### src/rtl/mem_stage_pkg.sv
// mem_stage_pkg
// Shared constants and record layouts for the MEM stage of the five-stage
// pipeline: bus widths, stall-vector encoding, load-type codes and packed
// structs matching the EX->MEM and MEM->WB bus bit layouts.
package mem_stage_pkg;

    localparam int EX_TO_MEM_WD = 79;
    localparam int MEM_TO_WB_WD = 70;
    localparam int StallBus     = 6;

    // Stall vector bit encoding
    localparam logic Stop   = 1'b1;
    localparam logic NoStop = 1'b0;

    // Stall vector positions for this stage and the one after it
    localparam int STALL_MEM = 3;
    localparam int STALL_WB  = 4;

    typedef enum logic [2:0] {
        MEM_LW  = 3'b000,
        MEM_LB  = 3'b001,
        MEM_LBU = 3'b010,
        MEM_LH  = 3'b011,
        MEM_LHU = 3'b100
    } mem_op_e;

    // Field order matches ex_to_mem_bus[78:0], MSB first
    typedef struct packed {
        logic [2:0]  mem_op;
        logic [31:0] ex_pc;
        logic        data_ram_en;
        logic [3:0]  data_ram_wen;
        logic        sel_rf_res;
        logic        rf_we;
        logic [4:0]  rf_waddr;
        logic [31:0] ex_result;
    } ex_to_mem_t;

    // Field order matches mem_to_wb_bus[69:0], MSB first
    typedef struct packed {
        logic [31:0] mem_pc;
        logic        rf_we;
        logic [4:0]  rf_waddr;
        logic [31:0] rf_wdata;
    } mem_to_wb_t;

endpackage

### src/rtl/load_ext.sv
// load_ext
// Combinational load extractor: picks the byte/halfword/word addressed by
// addr_lo out of a little-endian 32-bit read word and sign- or zero-extends
// it according to mem_op. Unknown codes behave as a full-word load.
// Ports:
//   mem_op  [2:0]  load type code
//   addr_lo [1:0]  low address bits (byte offset)
//   rdata   [31:0] read word
//   ldata   [31:0] extracted and extended result
module load_ext
    import mem_stage_pkg::*;
(
    input  logic [2:0]  mem_op,
    input  logic [1:0]  addr_lo,
    input  logic [31:0] rdata,
    output logic [31:0] ldata
);

    logic [7:0]  byte_sel;
    logic [15:0] half_sel;

    always_comb begin
        byte_sel = rdata[7:0];
        case (addr_lo)
            2'd0: byte_sel = rdata[7:0];
            2'd1: byte_sel = rdata[15:8];
            2'd2: byte_sel = rdata[23:16];
            2'd3: byte_sel = rdata[31:24];
            default: byte_sel = rdata[7:0];
        endcase
    end

    // Halfwords ignore addr_lo[0]; misalignment is not trapped here
    assign half_sel = addr_lo[1] ? rdata[31:16] : rdata[15:0];

    always_comb begin
        ldata = rdata;
        case (mem_op)
            MEM_LB:  ldata = {{24{byte_sel[7]}}, byte_sel};
            MEM_LBU: ldata = {24'd0, byte_sel};
            MEM_LH:  ldata = {{16{half_sel[15]}}, half_sel};
            MEM_LHU: ldata = {16'd0, half_sel};
            default: ldata = rdata;
        endcase
    end

endmodule

### src/rtl/mem_stage.sv
// mem_stage
// Memory-access stage: registers the EX->MEM record under stall control,
// takes the synchronous data-SRAM read word one cycle after EX issued the
// request, extracts/extends load data and selects it against the ALU
// result. A one-entry buffer keeps the SRAM word stable while the stage is
// held, since the SRAM output is not guaranteed to persist.
// Ports:
//   clk              rising-edge clock
//   rst              asynchronous reset, active-high
//   stall            pipeline stall vector (bit 3 MEM, bit 4 WB)
//   ex_to_mem_bus    record from EX
//   data_sram_rdata  SRAM read word for the record currently in MEM
//   mem_to_wb_bus    write-back record to WB
//   mem_to_id_bus    copy of the write-back record for ID forwarding
module mem_stage
    import mem_stage_pkg::*;
(
    input  logic                     clk,
    input  logic                     rst,
    input  logic [StallBus-1:0]      stall,
    input  logic [EX_TO_MEM_WD-1:0]  ex_to_mem_bus,
    input  logic [31:0]              data_sram_rdata,
    output logic [MEM_TO_WB_WD-1:0]  mem_to_wb_bus,
    output logic [MEM_TO_WB_WD-1:0]  mem_to_id_bus
);

    ex_to_mem_t  ex_to_mem_bus_r;
    logic [31:0] rdata_buf;
    logic        buf_valid;

    logic        bubble;
    logic        advance;
    logic [31:0] rdata;
    logic [31:0] ldata;
    logic        is_load;
    mem_to_wb_t  wb_rec;

    // Only the MEM and WB stall bits matter to this stage
    logic unused_stall;
    assign unused_stall = ^{stall[5], stall[2:0]};

    // MEM frozen while WB moves on: inject a bubble so WB does not repeat
    assign bubble  = (stall[STALL_MEM] == Stop) && (stall[STALL_WB] == NoStop);
    assign advance = !bubble && (stall[STALL_MEM] == NoStop);

    always_ff @(posedge clk or posedge rst) begin
        if (rst) begin
            ex_to_mem_bus_r <= '0;
            rdata_buf       <= '0;
            buf_valid       <= 1'b0;
        end else if (bubble) begin
            ex_to_mem_bus_r <= '0;
            buf_valid       <= 1'b0;
        end else if (advance) begin
            ex_to_mem_bus_r <= ex_to_mem_bus;
            buf_valid       <= 1'b0;
        end else if (!buf_valid) begin
            // First hold edge: the live word is still the right one, keep it
            rdata_buf <= data_sram_rdata;
            buf_valid <= 1'b1;
        end
    end

    assign rdata = buf_valid ? rdata_buf : data_sram_rdata;

    load_ext u_load_ext (
        .mem_op  (ex_to_mem_bus_r.mem_op),
        .addr_lo (ex_to_mem_bus_r.ex_result[1:0]),
        .rdata   (rdata),
        .ldata   (ldata)
    );

    assign is_load = ex_to_mem_bus_r.sel_rf_res
                   & ex_to_mem_bus_r.data_ram_en
                   & (ex_to_mem_bus_r.data_ram_wen == 4'b0000);

    always_comb begin
        wb_rec.mem_pc   = ex_to_mem_bus_r.ex_pc;
        wb_rec.rf_we    = ex_to_mem_bus_r.rf_we;
        wb_rec.rf_waddr = ex_to_mem_bus_r.rf_waddr;
        wb_rec.rf_wdata = is_load ? ldata : ex_to_mem_bus_r.ex_result;
    end

    assign mem_to_wb_bus = wb_rec;
    assign mem_to_id_bus = wb_rec;

endmodule

### config.mk
export PLATFORM = sky130hd
export DESIGN_NAME = mem_stage
export DESIGN_NICKNAME = d
export VERILOG_FILES = /design/src/rtl/mem_stage_pkg.sv /design/src/rtl/load_ext.sv /design/src/rtl/mem_stage.sv
export SDC_FILE = /design/constraint.sdc
export NUM_CORES = 1
export LEC_CHECK = 0
export ABC_AREA = 1
export BUFFER_PORTS_ARGS = -buffer_cell sky130_fd_sc_hd__buf_2
export CORE_MARGIN = 4
export CORE_UTILIZATION = 50
export CTS_CLUSTER_DIAMETER = 80
export DETAILED_ROUTE_END_ITERATION = 10
export GPL_ROUTABILITY_DRIVEN = 0
export GPL_TIMING_DRIVEN = 0
export PLACE_DENSITY = 0.9
export SETUP_SLACK_MARGIN = 0.1
export SLEW_MARGIN = 20
export SYNTH_ARGS = -nofsm -noshare
export SYNTH_HDL_FRONTEND = slang
export SYNTH_SLANG_ARGS = --single-unit
export TNS_END_PERCENT = 100
### constraint.sdc
create_clock -name clk -period 4.1 [get_ports clk]
set_clock_uncertainty 0.2 [all_clocks]
set_input_delay 0.615 -clock clk [delete_from_list [all_inputs] [get_ports clk]]
set_output_delay 0.615 -clock clk [all_outputs]
set_load 0.02 [all_outputs]
==> flow_summary.ini <==
[grt]
grt_overflow = 0
grt_pass1_wl_um = 33300
grt_pass1_vias = 6761
antenna_found_initial = 1
grt_max_degree = 65
grt_usage_pct = 25.8

[hold_path]
hp-class = primary input to asynchronous set/reset pin

[floorplan]
row_count = 42
dieArea_um2 = 15900
pin_count = 259
start_util_pct = 51.8
die_x_um = 126
fp.dieH_um = 126
coreArea_um2 = 13500

[job]
maxCapViolations = 0

[worst_setup_path]
critical_path.top_delay_family = buffers and inverters
required_ns = 3.28
cp_max_fo = 10
cp_cell_sequence = inv_2 -> buf_2 -> o21ai_0 -> nand2_1 -> nand2_1 -> nand2_1 -> nand2_1 -> buf_4 -> buf_2
arrival_ns = 2.28
worstSetupEndpointType = output pin
cp_common_cell = nand2_1
crit_buf_inv = 4
cp-start-kind = flip-flop
max_stage_delay_ns = 0.47
critPathKind = flip-flop to output pin
cpMaxStageDelayCell = o21ai_0

[timing]
finalCriticalPeriod_ns = 3.10
layout_setup_ws_ns = 1.00
finalMaxSlewViolations = 0
rsz0062_at_grt = no
setup_viol = 0
tightest_slew_ns = 0.696
maxSlewHeadroom_pct = 53.6
hold_viol = 0
max_freq_mhz = 323
hold_slack_ns = 0.0805
tns_ns = 0
min_period_over_period_pct = 75.5

[synthesis]
synth_fa_ha_area_share_pct = 0
ys_top_cells_by_count = nand2_1, inv_1, buf_4, dfrtp_1, o21ai_0
synth_area_per_cell_um2 = 7.15
syn_inst = 975
synth_area_um2 = 6970
syn_nets = 1094
synth-async-reset-ratio_pct = 100
ys.flop_type = dfrtp_1
synth-compound-area-share_pct = 13.4
synth.yosys.seq_area_share_pct = 40.2
synth_top_family_by_area = buffers and inverters
synth_simple_gate_area_share_pct = 22.2
synth_xor_area_share_pct = 0
synthMuxAreaShare_pct = 0
synth_edf_count = 0
ys_ff_latch = 112
synth_cell_types = 26
yosysTopAreaCellShare_pct = 40.2
yosysWarnings = 0
synth_most_common_cell = nand2_1
yosysTopAreaCell = dfrtp_1
synth_area_leaders = dfrtp_1, nand2_1, buf_4

[power]
power_w = 0.00303
power_density_nw_per_um2 = 346
irDropWorstVdd_mv = 0.315
p_leak_nw = 5.31

[clock_network]
cts_resized = 0
clk_latency_ns = 0.36
clock_path_buffers = 2
cts_tree = built
path_clk_slew_ns = 0.07
cts_sinks = 112
postCtsHoldBufs = 0
post-cts-setup-buffer-count = 0
htreeDepth = 3
clock-root-buffer = clkbuf_16
cts_inserted_buffers = 9

[drt]
ant_nets = 0
drtIter0Drc = 720
drc = 0
drt-pass1-iter-count = 6
post_drt_via_cell_ratio = 4.91
drt_wl_total_um = 21000
via_count = 6977
wl_per_cell_um = 14.8

[finish]
seqCellArea_um2 = 2800
syn_to_final_growth_pct = 25.8
nNetsFinal = 1359
drive_gt1_share_pct = 34.3
fillers = 1241
multi_input_area_um2 = 2480
fin_util_pct = 65.2

[place]
hpwl_um = 16400
numPortBuffers = 253
pre_cts_ws_ns = 1.31

[run_status]
status = completed
==> cell families after synthesis <==
kind of cell           Yosys count
AND/OR/NAND/NOR                379
buffers and inverters          324
AO/OA/AOI/OAI                  160
flip-flops                     112
==> per-stage QoR <==
| stage | instance area (um2) | instances |
|---|---|---|
| after CTS | 8760 | 1419 |
| after global placement | 8460 | 1404 |
| after global routing | 8770 | 1420 |
| after floorplan | 6970 | 975 |
| after detailed placement | 8490 | 1405 |
| final | 8770 | 1420 |
==> placed cells by master (no fill, tap or decap), drive strengths merged <==
master,n
buf,383
nand2,301
inv,169
dfrtp,112
o21ai,77
nand3,43
clkbuf,36
o22ai,33
nor2,32
a21oi,19
a31oi,16
a21boi,8
o211ai,6
and2,3
clkinv,2
diode,1
a22oi,1
bufinv,1
clkinvlp,1
==> layer usage <==
layer	wire length (um)	vias to the layer above	global-route usage [%]
li1	-	3409	-
met2	10400	334	43.5
met1	8210	3203	33.6
met3	2050	31	6.60
met5	0	-	0
met4	344	0	6.25
==> report_power, final <==
| group | switching, W | leakage [nW] | internal [W] |
|---|---|---|---|
| Clock | 0.000396 | 0.134 | 0.000466 |
| Combinational | 0.000543 | 3.79 | 0.000356 |
| Sequential | 0.0000617 | 1.39 | 0.00121 |
==> final cells by class <==
type,instances,area share (%)
buffer,155,12.0
timing repair buffer,254,14.8
multi-input combinational,539,28.3
sequential,112,32.0
antenna,1,0.0285
inverter,169,7.29
tap,176,2.51
clock buffer,10,2.61
clock inverter,4,0.542
==> path summary, 6_finish.rpt <==
check                                    end  slack, ns  depth (start not counted)              start
max in group asynchronous      rdata_buf[22]       2.93                          3                rst
max                         mem_to_wb_bus[0]       1.00                          9          buf_valid
min in group clk           mem_to_id_bus[65]       0.28                          3  ex_to_mem_bus[71]
max reg2reg                    rdata_buf[16]       2.42                          5          buf_valid
min                        mem_to_id_bus[42]       0.08                          2                rst
min reg2reg                    rdata_buf[24]       0.28                          2      rdata_buf[24]
==> flip-flops by register name, indices dropped and copies added, names as in the netlist <==
| name | count |
|---|---|
| ex_to_mem_bus_r | 41 |
| mem_to_id_bus | 38 |
| rdata_buf | 32 |
| buf_valid | 1 |
No activity file was read; power rests on OpenSTA's default activity.
